`config.mk`:
```
export PLATFORM = sky130hd
export DESIGN_NAME = hold_window_counter_flat
export DESIGN_NICKNAME = d
export VERILOG_FILES = /design/src/rtl/hold_window_counter_if.sv /design/src/rtl/hold_window_counter.sv /design/src/flat_wrapper.sv
export SDC_FILE = /design/constraint.sdc
export NUM_CORES = 1
export LEC_CHECK = 0
export ABC_AREA = 1
export ABC_CLOCK_PERIOD_IN_PS = 1400
export BUFFER_PORTS_ARGS = -buffer_cell sky130_fd_sc_hd__buf_2
export CORE_UTILIZATION = 40
export CTS_CLUSTER_SIZE = 40
export DETAILED_ROUTE_END_ITERATION = 16
export PLACE_DENSITY_LB_ADDON = 0.12
export SETUP_SLACK_MARGIN = 0.02
export SKIP_CTS_REPAIR_TIMING = 1
export SYNTH_ARGS = -nofsm -noshare
export SYNTH_HDL_FRONTEND = slang
export SYNTH_SLANG_ARGS = --single-unit
```
`constraint.sdc`:
```
create_clock -name clk -period 1.4 [get_ports clk]
set_input_delay 0.28 -clock clk [delete_from_list [all_inputs] [get_ports clk]]
set_output_delay 0.28 -clock clk [all_outputs]
set_load 0.05 [all_outputs]
```
`src/rtl/hold_window_counter_if.sv`:
```
// hold_window_counter_if: control inputs and count/status outputs of hold_window_counter
interface hold_window_counter_if #(
    parameter int WIDTH = 4
);
    logic             clr;
    logic             en;
    logic             load;
    logic [WIDTH-1:0] load_val;
    logic [WIDTH-1:0] count;
    logic             ready;
    logic             tc;
    logic             wrap_pulse;

    modport master (output clr, en, load, load_val, input count, ready, tc, wrap_pulse);
    modport slave  (input clr, en, load, load_val, output count, ready, tc, wrap_pulse);
endinterface

```
`src/rtl/hold_window_counter.sv`:
```
// hold_window_counter: up-counter forced to 0 for HOLD_CYCLES edges after reset/clr, then counts with load/wrap/tc
// Optional embedded assertions: define HOLD_WINDOW_COUNTER_SVA_EN.
module hold_window_counter #(
    parameter int WIDTH       = 4,
    parameter int HOLD_CYCLES = 2,
    parameter int MAX_VAL     = 2**WIDTH-1
) (
    input logic                clk,
    input logic                rst_n,
    hold_window_counter_if.slave bus
);
    typedef enum logic {S_HOLD, S_RUN} state_t;

    localparam bit               HAS_HOLD  = (HOLD_CYCLES != 0);
    localparam state_t           S_INIT    = HAS_HOLD ? S_HOLD : S_RUN;
    localparam logic [WIDTH-1:0] MAX       = WIDTH'(MAX_VAL);
    localparam logic [7:0]       HOLD_LAST = 8'(HAS_HOLD ? HOLD_CYCLES - 1 : 0);

    state_t           r_state, w_state_nxt;
    logic [WIDTH-1:0] r_count, w_count_nxt;
    logic [7:0]       r_hold_cnt, w_hold_nxt;
    logic             r_ready, r_wrap, w_wrap_nxt;

    // state register plus registered count/status outputs
    always_ff @(posedge clk or negedge rst_n) begin
        if (!rst_n) begin
            r_state    <= S_INIT;
            r_count    <= '0;
            r_hold_cnt <= '0;
            r_ready    <= !HAS_HOLD;
            r_wrap     <= 1'b0;
        end else begin
            r_state    <= w_state_nxt;
            r_count    <= w_count_nxt;
            r_hold_cnt <= w_hold_nxt;
            r_ready    <= (w_state_nxt == S_RUN);
            r_wrap     <= w_wrap_nxt;
        end
    end

    // HOLD leaves on the last window edge unless clr restarts it; clr in RUN re-enters HOLD when a window exists
    always_comb begin
        w_state_nxt = r_state;
        if (r_state == S_HOLD)
            w_state_nxt = (!bus.clr && r_hold_cnt == HOLD_LAST) ? S_RUN : S_HOLD;
        else if (bus.clr && HAS_HOLD)
            w_state_nxt = S_HOLD;
    end

    // next count, window counter and wrap flag; priority clr > load > en, compare before increment
    always_comb begin
        w_count_nxt = r_count;
        w_wrap_nxt  = 1'b0;
        w_hold_nxt  = '0;
        if (r_state == S_HOLD) begin
            w_count_nxt = '0;
            w_hold_nxt  = (bus.clr || w_state_nxt == S_RUN) ? 8'd0 : r_hold_cnt + 8'd1;
        end else if (bus.clr) begin
            w_count_nxt = '0;
        end else if (bus.load) begin
            w_count_nxt = (bus.load_val > MAX) ? MAX : bus.load_val;
        end else if (bus.en) begin
            w_wrap_nxt  = (r_count == MAX);
            w_count_nxt = w_wrap_nxt ? '0 : r_count + 1'b1;
        end
    end

    assign bus.count      = r_count;
    assign bus.ready      = r_ready;
    assign bus.wrap_pulse = r_wrap;
    assign bus.tc         = r_ready && (r_count == MAX);

`ifdef HOLD_WINDOW_COUNTER_SVA_EN
    a_not_ready_zero: assert property (@(posedge clk) disable iff (!rst_n)
        !r_ready |-> r_count == '0) else $error("a_not_ready_zero");
    a_wrap_from_max: assert property (@(posedge clk) disable iff (!rst_n)
        r_wrap |-> r_count == '0 && $past(r_count) == MAX) else $error("a_wrap_from_max");
    a_ready_rise: assert property (@(posedge clk) disable iff (!rst_n)
        $rose(r_ready) |-> $past(!r_ready, 1)) else $error("a_ready_rise");
    a_count_bound: assert property (@(posedge clk) disable iff (!rst_n)
        r_count <= MAX) else $error("a_count_bound");
`endif
endmodule

```
`src/flat_wrapper.sv`:
```
// flat-port wrapper written by rule: the top's interface ports become plain ports
module hold_window_counter_flat 
#(
    parameter int WIDTH       = 4,
    parameter int HOLD_CYCLES = 2,
    parameter int MAX_VAL     = 2**WIDTH-1
)
  (clk, rst_n, bus_clr, bus_en, bus_load, bus_load_val, bus_count, bus_ready, bus_tc, bus_wrap_pulse);
  hold_window_counter_if #(.WIDTH(WIDTH)) bus_i ();
  input logic clk;
  input logic rst_n;
  input wire logic [$bits(bus_i.clr)-1:0] bus_clr;
  input wire logic [$bits(bus_i.en)-1:0] bus_en;
  input wire logic [$bits(bus_i.load)-1:0] bus_load;
  input wire logic [$bits(bus_i.load_val)-1:0] bus_load_val;
  output wire logic [$bits(bus_i.count)-1:0] bus_count;
  output wire logic [$bits(bus_i.ready)-1:0] bus_ready;
  output wire logic [$bits(bus_i.tc)-1:0] bus_tc;
  output wire logic [$bits(bus_i.wrap_pulse)-1:0] bus_wrap_pulse;
  assign bus_i.clr = bus_clr;
  assign bus_i.en = bus_en;
  assign bus_i.load = bus_load;
  assign bus_i.load_val = bus_load_val;
  assign bus_count = bus_i.count;
  assign bus_ready = bus_i.ready;
  assign bus_tc = bus_i.tc;
  assign bus_wrap_pulse = bus_i.wrap_pulse;
  hold_window_counter #(.WIDTH(WIDTH), .HOLD_CYCLES(HOLD_CYCLES), .MAX_VAL(MAX_VAL)) u_core (.clk(clk), .rst_n(rst_n), .bus(bus_i));
endmodule
```
* After elaboration in Yosys (flattened, before gate mapping)
Index checks and enable logic that the tools add are counted.
** Storage, ports and cells
- Flip-flop bits (word level) :: 14
- Output and inout bits :: 7
- Word-level logic and storage cells :: 29
- Bits of input ports :: 9
** Cells by class
- Order comparisons :: 1
- Multiplexer cells :: 15
- Reductions and logical operators :: 4
- Add/subtract/negate cells :: 2
- Equal/unequal tests :: 3
** Operators by type and width (count)
- $mux W4 :: 6
- $mux W8 :: 2
- $add A8 B1 Y8 const B :: 1
- $eq A8 B1 Y1 const B :: 1
- $mux W1 :: 7
- $add A4 B1 Y4 const B :: 1
- $eq A4 B4 Y1 const B :: 1
- $gt A4 B4 Y1 const B :: 1
- $ne A4 B4 Y1 const B :: 1
- $logic_and A1 B1 Y1 :: 2
- $logic_not A1 Y1 :: 1
- $logic_or A1 B1 Y1 :: 1

* Longest topological paths before layout
- Depth after elaboration :: 7
- Mapped depth :: 8
- Gate-level depth less buffers :: 8

* Least setup slack after synthesis
Ideal clock, no wire load.
- Path kind :: reg2out
- Start point :: register u_core.r_count[0], in the netlist u_core.bus.count[0]
- End point :: output port bus_tc
- Path slack :: -0.606 ns
- Stages on the path, launching flop included :: 4
- Path buffers :: 0
- Data required time :: 1.120 ns
- Arrival time :: 1.726 ns
- Path through :: dfrtp_1 > ha_1 > nand3_1 > nor2_1
** On the way
- Longest elaborated chain between the ends :: 2
** Ends and longest elaborated chain
- start: declaration :: line hold_window_counter.sv:20 : logic [WIDTH-1:0] r_count, w_count_nxt;
- start signal: assignment :: line hold_window_counter.sv:34 : r_count <= w_count_nxt;
- $eq A4 B4 Y1 :: line hold_window_counter.sv:71 : assign bus.tc = r_ready && (r_count == MAX);
- $logic_and A1 B1 Y1 :: line hold_window_counter.sv:71
- end: declaration :: line flat_wrapper.sv:18 : output wire logic [$bits(bus_i.tc)-1:0] bus_tc;
Every way passes these cells.

* Worst setup path in the final report
Same ends and word-level chain as after synthesis.

==> flow_summary.ini <==
[place]
portBuffers = 15
dp_cells = 129
dp_hpwl_um = 1090
place.gp.congestion = 0.789

[drt]
avgRoutedWirePerCell_um = 10.4
dr_wl_met3_um = 26
via_count = 647
drc = 0
wl_met1_um = 661
final_antenna_net_count = 0
drt-pass1-iter-count = 4
via_per_inst = 4.69
top_layer = met4
wl_met2_um = 727
wirelength_um = 1430
first_iter_violations = 6

[sta]
finalCriticalPeriod_ps = 1450
fin_crit_sh_pct = 103
hold_viol = 0
holdWs_ps = 241
worst_pin_slew_ps = 319
fmax_ghz = 0.692
setup_tns_ps = -61.7
finalSetupViolCount = 2
rsz0062_at_grt = true
slew-limit-headroom_pct = 78.7
report.final.slew_viol_count = 0
fin_ws_ps = -45.7
fin_skew_ps = 9.26

[clock_network]
root_buffer = clkbuf_4
cts.sinks = 14
cts_tree = built
insertion_delay_ps = 280
cts.reportedPaths.clkPinSlew_ps = 90
cts_max_level = 1
clock_path_buffers = 2
cts_buffers = 3

[worst_setup_path]
cp_max_fo = 4
critPathKind = register to output pin
cp_data_required_time_ps = 1120
startpoint_type = register
worst-path-buf-inv = 1
r2r.worst_path.cells = 7
r2r_end = u_core.bus.count[0]
setup.worst_path.end_class = output pin
crit_chain = ha_4, nand3_4, nor2_4, buf_6
cp.arrival_ps = 1170
max_stage_delay_ps = 410
critical_path_depth = 4
ff2ff_setup_slack_ps = 190
crit_family = flip-flops
slowest_stage = dfrtp_2
r2r_start = u_core.bus.count[0]

[yosys]
synth_common_cells = 23 x nand2_1, 14 x dfrtp_1, 11 x nor2_1
synth_fp_nets = 101
synth_area_um2 = 739
yosys_warnings = 0
synth_area_leaders = dfrtp_1 47%, nand2_1 12%, nor2_1 5.6%
post-synth-top-count-cell = nand2_1
synth_top_cell_by_area = dfrtp_1
synth_top_area_share_pct = 47.4
ys_seq_area_share_pct = 47.4
postSynthRegisterBits = 14
async_flop_share_pct = 100
postSynthAreaPerCell_um2 = 8.31
synth_edf_count = 0
yosys.cell_types.count = 16
syn-instance-count = 89
synth-main-ff-cell = dfrtp_1

[hold_path]
whs_endpoint = u_core.r_state
min_path_type = primary input to register
hold_depth = 2
hp-start = bus_clr

[global_route]
grt_pass1_vias = 579
grtUsageTotal_pct = 17.5
grt_pass1_wl_um = 2500
grt_antenna_before_repair = 0
grt.overflow.total = 0
grt_max_degree = 15

[outcome]
status = complete, but fails checks
violations = negative setup slack

[power]
p_leak_nw = 0.466
power_per_cell_area_nw_per_um2 = 1150
peakVddDrop_mv = 0.558
p_total_mw = 1.10

[die]
rows = 15
core_um2 = 1730
die_area_um2 = 2020
die_y_um = 45.0
die_x_um = 45.0
ios = 16
start_util_pct = 42.8

[layout]
final_cells = 138
drive_gt1_share_pct = 31.0
area_growth_pct = 30.1
diodes = 0
num-nets-final = 126
fin_util_pct = 55.7

[run]
cap_violations = 0
cell families after synthesis:
| group | share of synthesized area (%) |
|---|---|
| mux | 1.35 |
| compound gates | 3.72 |
| fa+ha+maj | 5.08 |
| xor+xnor | 7.11 |
| flops | 47.4 |
| simple gates | 30.3 |
| buf+inv | 5.08 |
flip-flops by register name, summed over array words and instances, names as in the netlist:
name	count
u_core.bus.count	4
u_core.r_hold_cnt	8
u_core.bus.wrap_pulse	1
u_core.r_state	1
cell usage in the layout, fill, tap and decap left out, drive strengths merged:
cell / instances
nor2: 14
dlygate4sd3: 1
ha: 3
o21ai: 4
xor2: 4
buf: 19
clkbuf: 4
nand2: 25
dfrtp: 14
mux2i: 1
o21bai: 1
nor3: 2
nand4: 4
nand3: 5
inv: 10
xnor2: 2
worst reg2reg max path, cell delays in order, from the launching register on:
cell     delay [ps]
dfrtp_2         450
ha_4            180
nand3_4          70
buf_4           110
nand2_1          70
o21ai_0         150
nand2_1          70
nand2_1          60
report_power, final:
| group | leakage, nW | switching (mW) | total, mW | internal [mW] |
|---|---|---|---|---|
| sequential | 0.186 | 0.0599 | 0.516 | 0.456 |
| clock | 0.0150 | 0.127 | 0.238 | 0.110 |
| combinational | 0.265 | 0.239 | 0.350 | 0.112 |
how the worst max path moves through the flow:
stage,from,end,slack [ps]
after floorplan,u_core.bus.count[1],bus_tc,-6
after global placement,u_core.bus.count[0],bus_tc,140
after detailed placement,u_core.bus.count[1],bus_tc,110
after CTS,u_core.bus.count[1],bus_tc,-200
after global routing,u_core.bus.count[0],bus_tc,-120
final,u_core.bus.count[0],bus_tc,-50
per-stage QoR:
step,worst slack (ps),instance area (µm²)
final,-45.7,962
after global routing,-120,962
after CTS,-203,910
after detailed placement,110,883
after global placement,139,883
after floorplan,-5.85,777
layout make-up:
class,instances,area [µm²]
fill,170,764
multi-input combinational,65,384
sequential,14,355
timing repair buffer,20,128
inverter,10,37.5
tap,25,31.3
clock buffer,4,26.3
routing by layer:
metal / GRT usage, % / vias up
li1: - / 330
met1: 22.5 / 304
met2: 27.8 / 11
met3: 2.40 / 2
met4: 10.9 / 0
met5: 0 / -
(Power assumes the default switching activity.)
